File: config.mk
export PLATFORM = sky130hd
export DESIGN_NAME = tia_frame_capture_flat
export DESIGN_NICKNAME = d
export VERILOG_FILES = /design/src/rtl/tia_frame_capture_if.sv /design/src/rtl/tia_frame_capture.sv /design/src/flat_wrapper.sv
export SDC_FILE = /design/constraint.sdc
export NUM_CORES = 1
export LEC_CHECK = 0
export CAP_MARGIN = 20
export CORE_ASPECT_RATIO = 1.75
export CORE_MARGIN = 2
export CORE_UTILIZATION = 64
export DETAILED_ROUTE_END_ITERATION = 10
export MAX_ROUTING_LAYER = met4
export PLACE_DENSITY = 0.85
export SLEW_MARGIN = 20
export SYNTH_ARGS = -nofsm -noshare
export SYNTH_HDL_FRONTEND = slang
export SYNTH_SLANG_ARGS = --single-unit
File: constraint.sdc
create_clock -name clk -period 9.21 [get_ports clk]
set_input_delay 1.842 -clock clk [delete_from_list [all_inputs] [get_ports clk]]
set_output_delay 1.842 -clock clk [all_outputs]
set_load 0.03 [all_outputs]
File: src/rtl/tia_frame_capture_if.sv
// Pixel stream from tia_frame_capture to a framebuffer writer or host capture.
//   px_valid : FIFO head holds a pixel
//   px_ready : consumer takes the head when px_valid & px_ready
//   px_data  : {c[3:0], l[2:0]} of the head pixel
//   px_x     : head pixel column
//   px_y     : head pixel row
interface tia_frame_capture_if;
  logic       px_valid;
  logic       px_ready;
  logic [6:0] px_data;
  logic [7:0] px_x;
  logic [8:0] px_y;

  modport master (output px_valid, output px_data, output px_x, output px_y, input px_ready);
  modport slave  (input px_valid, input px_data, input px_x, input px_y, output px_ready);
endinterface

File: src/rtl/tia_frame_capture.sv
// Captures TIA video pins, recovers frame/line timing from composite sync and
// emits numbered visible pixels through a small FIFO.
//   clk         : TIA colour clock, rising edge
//   reset       : asynchronous, active-high
//   syn         : composite sync
//   blk_bar     : blank, active-low (1 = visible pixel)
//   l, c        : luminance / colour
//   px          : pixel stream (valid/ready, data, x, y)
//   frame_start : one-clock pulse when vertical sync is qualified
//   overflow    : sticky, a pixel was dropped because the FIFO was full
//   locked      : first vertical sync seen since reset
module tia_frame_capture #(
  parameter int unsigned WIDTH      = 160,
  parameter int unsigned HEIGHT     = 262,
  parameter int unsigned VSYNC_MIN  = 456,
  parameter int unsigned FIFO_DEPTH = 4
) (
  input  logic                       clk,
  input  logic                       reset,
  input  logic                       syn,
  input  logic                       blk_bar,
  input  logic [2:0]                 l,
  input  logic [3:0]                 c,
  tia_frame_capture_if.master        px,
  output logic                       frame_start,
  output logic                       overflow,
  output logic                       locked
);

  localparam int unsigned RunW = $clog2(VSYNC_MIN + 1);
  localparam int unsigned PtrW = $clog2(FIFO_DEPTH);

  typedef enum logic [1:0] {StSeekVsync, StWaitLine, StActive} state_e;

  // Input sample stage
  logic       syn_q, blk_q;
  logic [6:0] pix_q;

  always_ff @(posedge clk or posedge reset) begin
    if (reset) begin
      syn_q <= 1'b0;
      blk_q <= 1'b0;
      pix_q <= '0;
    end else begin
      syn_q <= syn;
      blk_q <= blk_bar;
      pix_q <= {c, l};
    end
  end

  state_e          state_q;
  logic [RunW-1:0] run_q;
  logic [7:0]      x_q;
  logic [8:0]      y_q;
  logic            seen_q;   // at least one pixel on the current line

  logic       vsync_hit, hsync_end, in_line, pixel, wr_req;
  logic [7:0] x_base, x_next;
  logic [8:0] y_base;
  logic       seen_base;

  assign vsync_hit = syn_q && (run_q == RunW'(VSYNC_MIN - 1));
  // A falling edge after a full vsync run is not a line boundary.
  assign hsync_end = !syn_q && (run_q != '0) && (run_q < RunW'(VSYNC_MIN));

  // Apply the line boundary first so a pixel on the first clock after sync
  // belongs to the new line.
  always_comb begin
    x_base    = x_q;
    y_base    = y_q;
    seen_base = seen_q;
    if (hsync_end && (state_q == StActive || state_q == StWaitLine)) begin
      x_base    = '0;
      seen_base = 1'b0;
      if (state_q == StActive && seen_q && y_q != 9'h1ff) y_base = y_q + 9'd1;
    end
    in_line = (state_q == StActive) || (state_q == StWaitLine && hsync_end);
    pixel   = in_line && blk_q && !syn_q;
    wr_req  = pixel && (32'(x_base) < WIDTH) && (32'(y_base) < HEIGHT);
    x_next  = (pixel && x_base != 8'hff) ? x_base + 8'd1 : x_base;
  end

  always_ff @(posedge clk or posedge reset) begin
    if (reset) begin
      state_q     <= StSeekVsync;
      run_q       <= '0;
      x_q         <= '0;
      y_q         <= '0;
      seen_q      <= 1'b0;
      frame_start <= 1'b0;
      locked      <= 1'b0;
    end else begin
      frame_start <= 1'b0;
      if (!syn_q)                           run_q <= '0;
      else if (run_q < RunW'(VSYNC_MIN))    run_q <= run_q + RunW'(1);

      if (vsync_hit) begin
        state_q     <= StWaitLine;
        frame_start <= 1'b1;
        locked      <= 1'b1;
        x_q         <= '0;
        y_q         <= '0;
        seen_q      <= 1'b0;
      end else begin
        unique case (state_q)
          StSeekVsync: ;
          StWaitLine, StActive: begin
            if (hsync_end) state_q <= StActive;
            x_q    <= x_next;
            y_q    <= y_base;
            seen_q <= seen_base | pixel;
          end
          default: state_q <= StSeekVsync;
        endcase
      end
    end
  end

  // Output FIFO: {data, x, y}
  logic [23:0]     mem_q [FIFO_DEPTH];
  logic [PtrW-1:0] wr_ptr_q, rd_ptr_q;
  logic [PtrW:0]   count_q;
  logic            full, empty, push, pop;

  assign full  = (count_q == (PtrW + 1)'(FIFO_DEPTH));
  assign empty = (count_q == '0);
  assign pop   = !empty && px.px_ready;
  // A pop on the same clock frees the slot for the incoming pixel.
  assign push  = wr_req && (!full || pop);

  always_ff @(posedge clk or posedge reset) begin
    if (reset) begin
      for (int i = 0; i < FIFO_DEPTH; i++) mem_q[i] <= '0;
      wr_ptr_q <= '0;
      rd_ptr_q <= '0;
      count_q  <= '0;
      overflow <= 1'b0;
    end else begin
      if (push) begin
        mem_q[wr_ptr_q] <= {pix_q, x_base, y_base};
        wr_ptr_q        <= wr_ptr_q + PtrW'(1);
      end
      if (pop) rd_ptr_q <= rd_ptr_q + PtrW'(1);
      count_q <= count_q + (PtrW + 1)'(push) - (PtrW + 1)'(pop);
      if (wr_req && full && !pop) overflow <= 1'b1;
    end
  end

  assign px.px_valid = !empty;
  assign px.px_data  = mem_q[rd_ptr_q][23:17];
  assign px.px_x     = mem_q[rd_ptr_q][16:9];
  assign px.px_y     = mem_q[rd_ptr_q][8:0];

endmodule
File: src/flat_wrapper.sv
// flat-port wrapper written by rule: the top's interface ports become plain ports
module tia_frame_capture_flat 
#(
  parameter int unsigned WIDTH      = 160,
  parameter int unsigned HEIGHT     = 262,
  parameter int unsigned VSYNC_MIN  = 456,
  parameter int unsigned FIFO_DEPTH = 4
)
  (clk, reset, syn, blk_bar, l, c, frame_start, overflow, locked, px_px_valid, px_px_data, px_px_x, px_px_y, px_px_ready);
  tia_frame_capture_if px_i ();
  input  logic clk;
  input  logic reset;
  input  logic syn;
  input  logic blk_bar;
  input  logic [2:0] l;
  input  logic [3:0] c;
  output logic frame_start;
  output logic overflow;
  output logic locked;
  output wire logic [$bits(px_i.px_valid)-1:0] px_px_valid;
  output wire logic [$bits(px_i.px_data)-1:0] px_px_data;
  output wire logic [$bits(px_i.px_x)-1:0] px_px_x;
  output wire logic [$bits(px_i.px_y)-1:0] px_px_y;
  input wire logic [$bits(px_i.px_ready)-1:0] px_px_ready;
  assign px_px_valid = px_i.px_valid;
  assign px_px_data = px_i.px_data;
  assign px_px_x = px_i.px_x;
  assign px_px_y = px_i.px_y;
  assign px_i.px_ready = px_px_ready;
  tia_frame_capture #(.WIDTH(WIDTH), .HEIGHT(HEIGHT), .VSYNC_MIN(VSYNC_MIN), .FIFO_DEPTH(FIFO_DEPTH)) u_core (.clk(clk), .reset(reset), .syn(syn), .blk_bar(blk_bar), .l(l), .c(c), .px(px_i), .frame_start(frame_start), .overflow(overflow), .locked(locked));
endmodule
Word-level counts from Yosys, hierarchy flattened
Cells that the tools add are included.
{"block": "op_classes", "n_lt_le_gt_ge": 6, "reduce_logical": 30, "n_addsub": 7, "muxes": 23, "eq_ne": 9, "bitwise_logic": 3}
{"cell": "$bwmux W96", "count": 1}
{"cell": "$mux W24", "count": 3}
{"cell": "$mux W9", "count": 6}
{"cell": "$bmux W24 S2", "count": 1}
{"cell": "$demux W24 S2", "count": 1}
{"cell": "$mux W8", "count": 4}
{"cell": "$add A9 B1 Y9 const B", "count": 2}
{"cell": "$lt A9 B9 Y1 const B", "count": 2}
{"cell": "$logic_and A1 B1 Y1", "count": 17}
{"cell": "$eq A9 B9 Y1 const B", "count": 1}
{"cell": "$ne A9 B9 Y1 const B", "count": 1}
{"cell": "$reduce_bool A9 Y1", "count": 1}
{"cell": "$add A8 B1 Y8 const B", "count": 1}
{"cell": "$lt A8 B8 Y1 const B", "count": 1}
{"cell": "$ne A8 B8 Y1 const B", "count": 1}
{"cell": "$ge A3 B3 Y1 const B", "count": 2}
{"cell": "$not A2 Y3", "count": 2}
{"cell": "$add A2 B1 Y2 const B", "count": 2}
{"cell": "$logic_not A1 Y1", "count": 4}
{"cell": "$mux W1", "count": 4}
{"cell": "$mux W2", "count": 2}
{"cell": "$pmux W2 S2", "count": 1}
{"cell": "$add A3 B1 Y3", "count": 1}
{"cell": "$eq A3 B3 Y1 const B", "count": 1}
{"cell": "14 further kinds", "count": 16}
{"block": "word_totals", "reg_bits": 144, "in_bits": 12, "output_inout_bits": 28}

Logic depth before layout (Yosys ltp)
Gate-level depths: netlist (run 1).
{"block": "logic_depth", "depth_word": 12, "mapped_depth": 18, "ltp_nobuf": 16}

Worst setup path before layout (run 1)
OpenSTA, ideal clock, no wires.
{"block": "synth_path", "path_type": "register to output", "startpoint": "reg u_core.rd_ptr_q[0]", "endpoint": "out px_px_x[0]", "path_stages_with_launch": 4, "arrival_ns": 1.928, "required_time_ns": 7.368, "setup_slack_ns": 5.440, "path_cell_list": "dfrtp_1 clkbuf_1 buf_1 mux4_2"}
{"block": "synth_via", "elab_chain_len": 4}
{"element": "start, declared", "line": "tia_frame_capture.sv:121", "text": "logic [PtrW-1:0] wr_ptr_q, rd_ptr_q;"}
{"element": "start signal, assigned", "line": "tia_frame_capture.sv:143", "text": "if (pop) rd_ptr_q <= rd_ptr_q + PtrW'(1);"}
{"element": "$not A2 Y3 (implied by the code)", "line": "tia_frame_capture.sv:151", "text": "assign px.px_x = mem_q[rd_ptr_q][16:9];"}
{"element": "$bmux W24 S2", "line": "tia_frame_capture.sv:151"}
{"element": "$mux W24 (2 in series)"}
{"element": "end, declared", "line": "flat_wrapper.sv:22", "text": "output wire logic [$bits(px_i.px_x)-1:0] px_px_x;"}
No other way between the ends. The select of a mux whose other input is x is not followed.

Final worst setup path (run 1)
{"block": "layout_path", "startpoint": "reg u_core.rd_ptr_q[0]", "endpoint": "out px_px_y[8]"}
{"block": "layout_via", "elab_chain_len": 4}
{"element": "$not A2 Y3 (implied by the code)", "line": "tia_frame_capture.sv:152", "text": "assign px.px_y = mem_q[rd_ptr_q][8:0];"}
{"element": "$bmux W24 S2", "line": "tia_frame_capture.sv:152"}
{"element": "$mux W24 (2 in series)"}
{"element": "end, declared", "line": "flat_wrapper.sv:23", "text": "output wire logic [$bits(px_i.px_y)-1:0] px_px_y;"}
No other way between the ends. The select of a mux whose other input is x is not followed.

==> summary.txt, run 1 <==
Run status
  – Status: completed

Clock network
  – Worst-path clk slew: roughly 0.07 ns
  – # Post-CTS Setup Buffers: 0
  – Clk Latency, worst-skew pair: about 0.43 ns
  – Hold-fix buffers, CTS: 0
  – CTS tree: yes
  – CTS root buffer: clkbuf_16
  – Max clock buf depth: 2
  – Clock sink count: 144
  – Post-CTS resize count: 0
  – CTS buffer count: 17
  – H-Tree Depth: 4

Die
  – # IOs: 40
  – Die ar.: between 0.01 and 0.015 mm2
  – Chip width: between 80 and 90 um
  – Die height: around 140 um
  – # rows: 50
  – Initial core utilization: between 60% and 70%
  – Core ar.: ~0.011 mm2

Finish
  – Share of cells above drive strength 1: around a quarter
  – Design Area, Final: approximately 0.0080 mm2
  – Layout area overhead: 14.9%
  – Layout Nets: approximately 590
  – Ant diodes: 0
  – Most frequent cells in the layout: 144 x dfrtp_1, 58 x mux2_2, 39 x clkdlybuf4s50_1, 28 x nand2_1, 24 x mux4_2
  – Commonest non-fill, non-tap cell in the layout: dfrtp_1
  – Footprint of the multi-input gates: between 0.003 and 0.004 mm2
  – Reg area: 0.00360 mm2
  – FILL cells: 660

Logic synthesis
  – Post-synth EDFFs: 0
  – Distinct cells, synth: 65
  – Synth Cell Area: roughly 0.0069 mm2
  – Ys async rst share: 100%
  – Post-synthesis sequential area ratio: approximately half
  – Post-synthesis register bit count: roughly 140
  – Avg Inst Size Synth: around 13 um2
  – Ys flop type: dfrtp_1
  – Syn nets: between 500 and 600
  – YS warnings: 0
  – Synthesized instance count: 523

Worst setup path
  – R2R setup slack: a little under 5 ns
  – Slowest CP cell: clkdlybuf4s50_1
  – Crit path launch: u_core.rd_ptr_q[0]
  – Crit-path cells: buf_4 > mux4_2 > clkdlybuf4s50_1
  – CP Capture Type: primary output
  – CP required: between 7 and 8 ns
  – Critical path arrival: about 2.4 ns
  – Max incr delay on CP: between 0.6 and 0.7 ns
  – Reg2reg start: u_core.y_q[2]
  – Worst R2R Path Depth: 15
  – Worst Setup Start Kind: flop
  – Critical path class: flop to primary output
  – CP max FO: 26
  – Reg-to-Reg End: u_core.count_q[2]

Drt
  – Final wirelength: ~15 mm
  – DRT iter0 DRCs: 284
  – DRC: 0
  – Via Count: 4573
  – Routed wire per std cell: about 22 um
  – ANT nets after route: 0
  – DRT Pass-1 Iters: 5
  – Vias per cell: ~6.5

Placed design
  – Post-DP Area: ~0.0074 mm2
  – Post-place setup slack: between 4 and 5 ns
  – Placer Congestion: roughly 0.90
  – DPL Wire Length: about 9.8 mm
  – IO buf count: 39

Worst hold path
  – Hold path start: u_core.locked
  – Hold path cells: 1
  – Hold endpoint: u_core.locked
  – Hold WC Path Type: flop to flop

Timing
  – Hold slack: 0.464 ns
  – Setup total negative slack: 0 ns
  – Relative slew slack: 44.6%
  – Worst clock skew: between 0.01 and 0.015 ns
  – Pins Over Slew Limit: 0
  – Worst Tran Pin Value: slightly above 0.8 ns
  – Final worst path period share: 46.4%
  – RSZ-0062 raised after global routing: no
  – Endpoints failing setup: 0
  – Final hold violation count: 0
  – Final worst slack: 4.93 ns
  – Fmax: ~230 MHz
  – Tmin final: about 4.3 ns

Global routing
  – GR met1 Demand/Resource: between 30% and 40%
  – GR met3 Demand/Resource: about 7.1%
  – Gr usage total: between 20% and 30%
  – Layer with the highest usage: met2
  – Global routing usage on met2: ~50%
  – Vias in the first global route: just over 5000
  – Grt total ovfl: 0
  – Initial antenna violation count: 0
  – Largest net degree at the start of global routing: 92
  – First-pass GRT wire length: 25.5 mm

Power and ir drop
  – Leakage: ~3.6 nW
  – Pwr dens: slightly below 200 mW/mm2
  – Max IR drop VDD: 0.000176 V
  – Pwr Total: 1.53 mW

Run
  – Max_cap viols: 0
-- cells in the mapped netlist (3+ instances only) --
library cell	n	area share, %
nand4_1	5	0.45
or2_2	3	0.27
buf_1	4	0.22
mux2_2	58	9.4
a211oi_1	3	0.32
clkbuf_1	12	0.65
a21boi_4	3	0.81
a31oi_1	4	0.36
inv_1	16	0.86
or3_1	4	0.36
a32o_1	3	0.43
nor3_1	3	0.22
o21ai_2	3	0.38
nor2_1	21	1.1
mux2_1	15	2.4
o21ai_0	10	0.72
and2_1	16	1.4
a21oi_1	19	1.4
o32a_1	20	2.9
nand2b_1	3	0.27
nand2_1	28	1.5
and3_1	4	0.36
xnor2_1	15	1.9
buf_6	7	1.1
nand3_1	9	0.65
xor2_1	3	0.38
mux4_2	24	7.8
a21boi_0	5	0.54
dfrtp_1	144	52
ha_1	14	2.5
-- worst max path at each step --
stage                              endpoint  slack (ns)  cells after the start
after floorplan                u_core.blk_q        3.50                      1
after global placement     u_core.mem_q[52]        5.00                      7
after detailed placement   u_core.mem_q[69]        4.92                      7
after CTS                        px_px_y[8]        4.91                      3
after global routing      u_core.count_q[2]        4.69                     15
final                            px_px_y[8]        4.93                      3
-- metal layers --
metal  vias to the layer above  share of wire, %
met2                       151                56
met3                        35               4.6
met4                         0               2.2
li1                       2008                 -
met5                         -                 0
met1                      2379                38
-- layout make-up --
type	instances	share of cell area [%]
multi-input combinational	337	39.1
timing repair buffer	44	5.36
tap	130	2.04
sequential	144	45.1
inverter	16	0.815
clock buffer	17	5.33
clock inverter	15	2.16
-- worst max-delay path, delay by kind of cell (launching register included) --
kind | cells | cell delay [ns]
buf+inv | 2 | 1.05
mux | 1 | 0.61
flops | 1 | 0.32
-- report_power, final --
group | switching, mW | internal [mW]
clock | 0.306 | 0.386
sequential | 0.0132 | 0.648
combinational | 0.104 | 0.0755
total | 0.424 | 1.11
-- per-stage QoR --
| stage | std cells | util [%] |
|---|---|---|
| after detailed placement | 671 | 69.4 |
| after CTS | 703 | 75.0 |
| after global placement | 671 | 69.4 |
| final | 703 | 75.0 |
| after global routing | 703 | 75.0 |
| after floorplan | 523 | - |
-- registers in the layout, indices dropped and copies added, names as in the netlist --
signal and count:
u_core.count_q 3, u_core.seen_q 1, u_core.y_q 9, u_core.locked 1, u_core.syn_q 1, u_core.state_q 2, u_core.x_q 8, u_core.overflow 1
u_core.frame_start 1, u_core.mem_q 96, u_core.blk_q 1, u_core.wr_ptr_q 2, u_core.rd_ptr_q 2, u_core.pix_q 7, u_core.run_q 9
-- kinds of logic (layout without fill, tap and decap cells) --
| family | after synthesis | in the layout | synth area share, % |
|---|---|---|---|
| flops | 144 | 144 | 51.9 |
| simple gates | 117 | 117 | 9.69 |
| mux | 100 | 100 | 20.1 |
| compound gates | 87 | 87 | 10.1 |
| buf+inv | 42 | 92 | 3.15 |
| xor+xnor | 18 | 18 | 2.27 |
| fa+ha+maj | 15 | 15 | 2.81 |
No activity file was read; power rests on OpenSTA's default activity.
==> run 2, diff against run 1 <==
Settings changed: CORE_UTILIZATION 64 to 60, PLACE_DENSITY 0.85 to 0.8.
Clock period 9.21 ns to 4.34 ns, I/O delays scaled along.
==> summary.txt, run 2 (synthesized netlist as in run 1, its figures left out) <==
Die
  – Core ar.: between 0.01 and 0.015 mm2
  – Initial core utilization: 60.7%
  – Die ar.: between 0.01 and 0.015 mm2
  – # rows: 52
  – Die height: around 150 um
  – # IOs: 40
  – Chip width: 85.3 um

Timing
  – Setup total negative slack: 0 ns
  – Worst clock skew: a little over 0.01 ns
  – RSZ-0062 raised after global routing: no
  – Worst Tran Pin Value: about 0.92 ns
  – Final hold violation count: 0
  – Tmin final: 3.95 ns
  – Final worst path period share: about 91%
  – Hold slack: approximately 0.46 ns
  – Endpoints failing setup: 0
  – Pins Over Slew Limit: 0
  – Relative slew slack: between 30% and 40%
  – Fmax: around 250 MHz
  – Final worst slack: about 0.39 ns

Power and ir drop
  – Switching share of total power: 26.3%
  – Max IR drop VDD: a little under 0.0003 V
  – Clock share of power: 45.2%
  – Internal Power: between 2 and 2.5 mW
  – Reg power frac: between 40% and 50%
  – Pwr dens: between 400 and 500 mW/mm2
  – Leakage: between 3 and 4 nW
  – Sw Pwr: ~0.87 mW
  – Combinational share of power: approximately a tenth

Placed design
  – Placer Congestion: roughly 0.85
  – IO buf count: 39
  – DPL Wire Length: roughly 10 mm
  – Post-place setup slack: approximately 0.44 ns
  – Post-DP Area: about 0.0075 mm2

Clock network
  – # Post-CTS Setup Buffers: 0
  – Max clock buf depth: 2
  – Hold-fix buffers, CTS: 0
  – CTS root buffer: clkbuf_16
  – Clk Latency, worst-skew pair: a little over 0.4 ns
  – CTS tree: yes
  – Clock sink count: about 140
  – CTS buffer count: 17
  – Worst-path clk slew: 0.07 ns
  – H-Tree Depth: 4
  – Post-CTS resize count: 0

Run
  – Max_cap viols: 0

Global routing
  – First-pass GRT wire length: around 25 mm
  – Vias in the first global route: 5037
  – Gr usage total: between 20% and 30%
  – Grt total ovfl: 0
  – Initial antenna violation count: 0
  – Largest net degree at the start of global routing: 50

Finish
  – Ant diodes: 0
  – Layout Nets: between 500 and 600
  – Commonest non-fill, non-tap cell in the layout: dfrtp_1
  – Top reg by flops: u_core.mem_q
  – Design Area, Final: between 0.008 and 0.009 mm2
  – FILL cells: between 700 and 800
  – Regs by FF count: u_core.mem_q x96, u_core.run_q x9, u_core.y_q x9
  – Layout area overhead: 16.4%
  – Share of cells above drive strength 1: 26.0%
  – Core Util, Final: a little over two thirds
  – Max reg flops: 96
  – Most frequent cells in the layout: 144 x dfrtp_1, 58 x mux2_2, 39 x clkdlybuf4s50_1, 28 x nand2_1, 24 x mux4_2

Worst setup path
  – Max incr delay on CP: 0.66 ns
  – Worst Setup Start Kind: flop
  – CP max FO: 7
  – Critical path arrival: ~4.3 ns
  – CP Capture Type: flop
  – Critical path class: flop to flop
  – Slowest CP cell: or4_4
  – Crit-path cells: and4_1 > nand2_1 > nor2_1 > ha_1 > nand4b_1 > or4_4 > nor4_4 > o211a_1 > o211ai_1 > inv_1 > ha_1 > inv_1 > fa_1 > xnor2_1 > xnor2_1
  – CP required: between 4 and 5 ns

Worst hold path
  – Hold WC Path Type: flop to flop

Drt
  – ANT nets after route: 0
  – Final wirelength: 14.9 mm
  – Via Count: 4522
  – Vias per cell: 6.32
  – DRT Pass-1 Iters: 5
  – DRT iter0 DRCs: roughly 240
  – DRC: 0
  – Routed wire per std cell: around 21 um

Run status
  – Status: completed
## run 2: worst paths after layout
check	from	end	slack [ns]	cells past startpoint
setup / recovery	u_core.y_q[3]	u_core.count_q[2]	0.39	15
hold / removal	u_core.locked	u_core.locked	0.46	1
setup reg to reg	u_core.y_q[3]	u_core.count_q[2]	0.39	15
hold reg to reg	u_core.locked	u_core.locked	0.46	1
max in group asynchronous	reset	u_core.mem_q[54]	2.50	3
min in group asynchronous	reset	u_core.mem_q[69]	0.95	2
## run 2: power by group through the flow
stage / Combinational (mW) / Sequential (mW) / Clock (mW)
after floorplan: 0.301 / 1.42 / 0
after global placement: 0.346 / 1.49 / 0
after detailed placement: 0.356 / 1.49 / 0
after CTS: 0.358 / 1.47 / 1.52
after global routing: 0.379 / 1.48 / 1.58
final: 0.349 / 1.47 / 1.50
## run 2: per-stage QoR
| stage | total power, mW | instances |
|---|---|---|
| after global placement | 1.84 | 684 |
| after detailed placement | 1.85 | 684 |
| final | 3.31 | 716 |
| after CTS | 3.35 | 716 |
| after floorplan | 1.72 | 523 |
| after global routing | 3.43 | 716 |
## run 2: worst max-delay path, delay by kind of cell, from the launching register on
family	cells	cell delay (ns)
fa+ha+maj	3	0.72
xor+xnor	2	0.31
buf+inv	2	0.16
simple gates	6	1.81
compound gates	2	0.41
flops	1	0.45
## run 2: layer usage
metal	global-route usage [%]	wire (um)
met1	31.8	5750
met2	45.0	8360
met3	4.64	553
met4	10.6	285
met5	-	0
## run 2: cell type report
| type | instances | area, um2 | share of cell area, % |
|---|---|---|---|
| clock buffers | 18 | 439 | 5.43 |
| clock inverters | 14 | 173 | 2.14 |
| inverters | 16 | 63.8 | 0.789 |
| multi-input cells | 337 | 3120 | 38.6 |
| flip-flops and latches | 144 | 3600 | 44.6 |
| well taps | 135 | 169 | 2.09 |
| repair buffers | 52 | 513 | 6.34 |
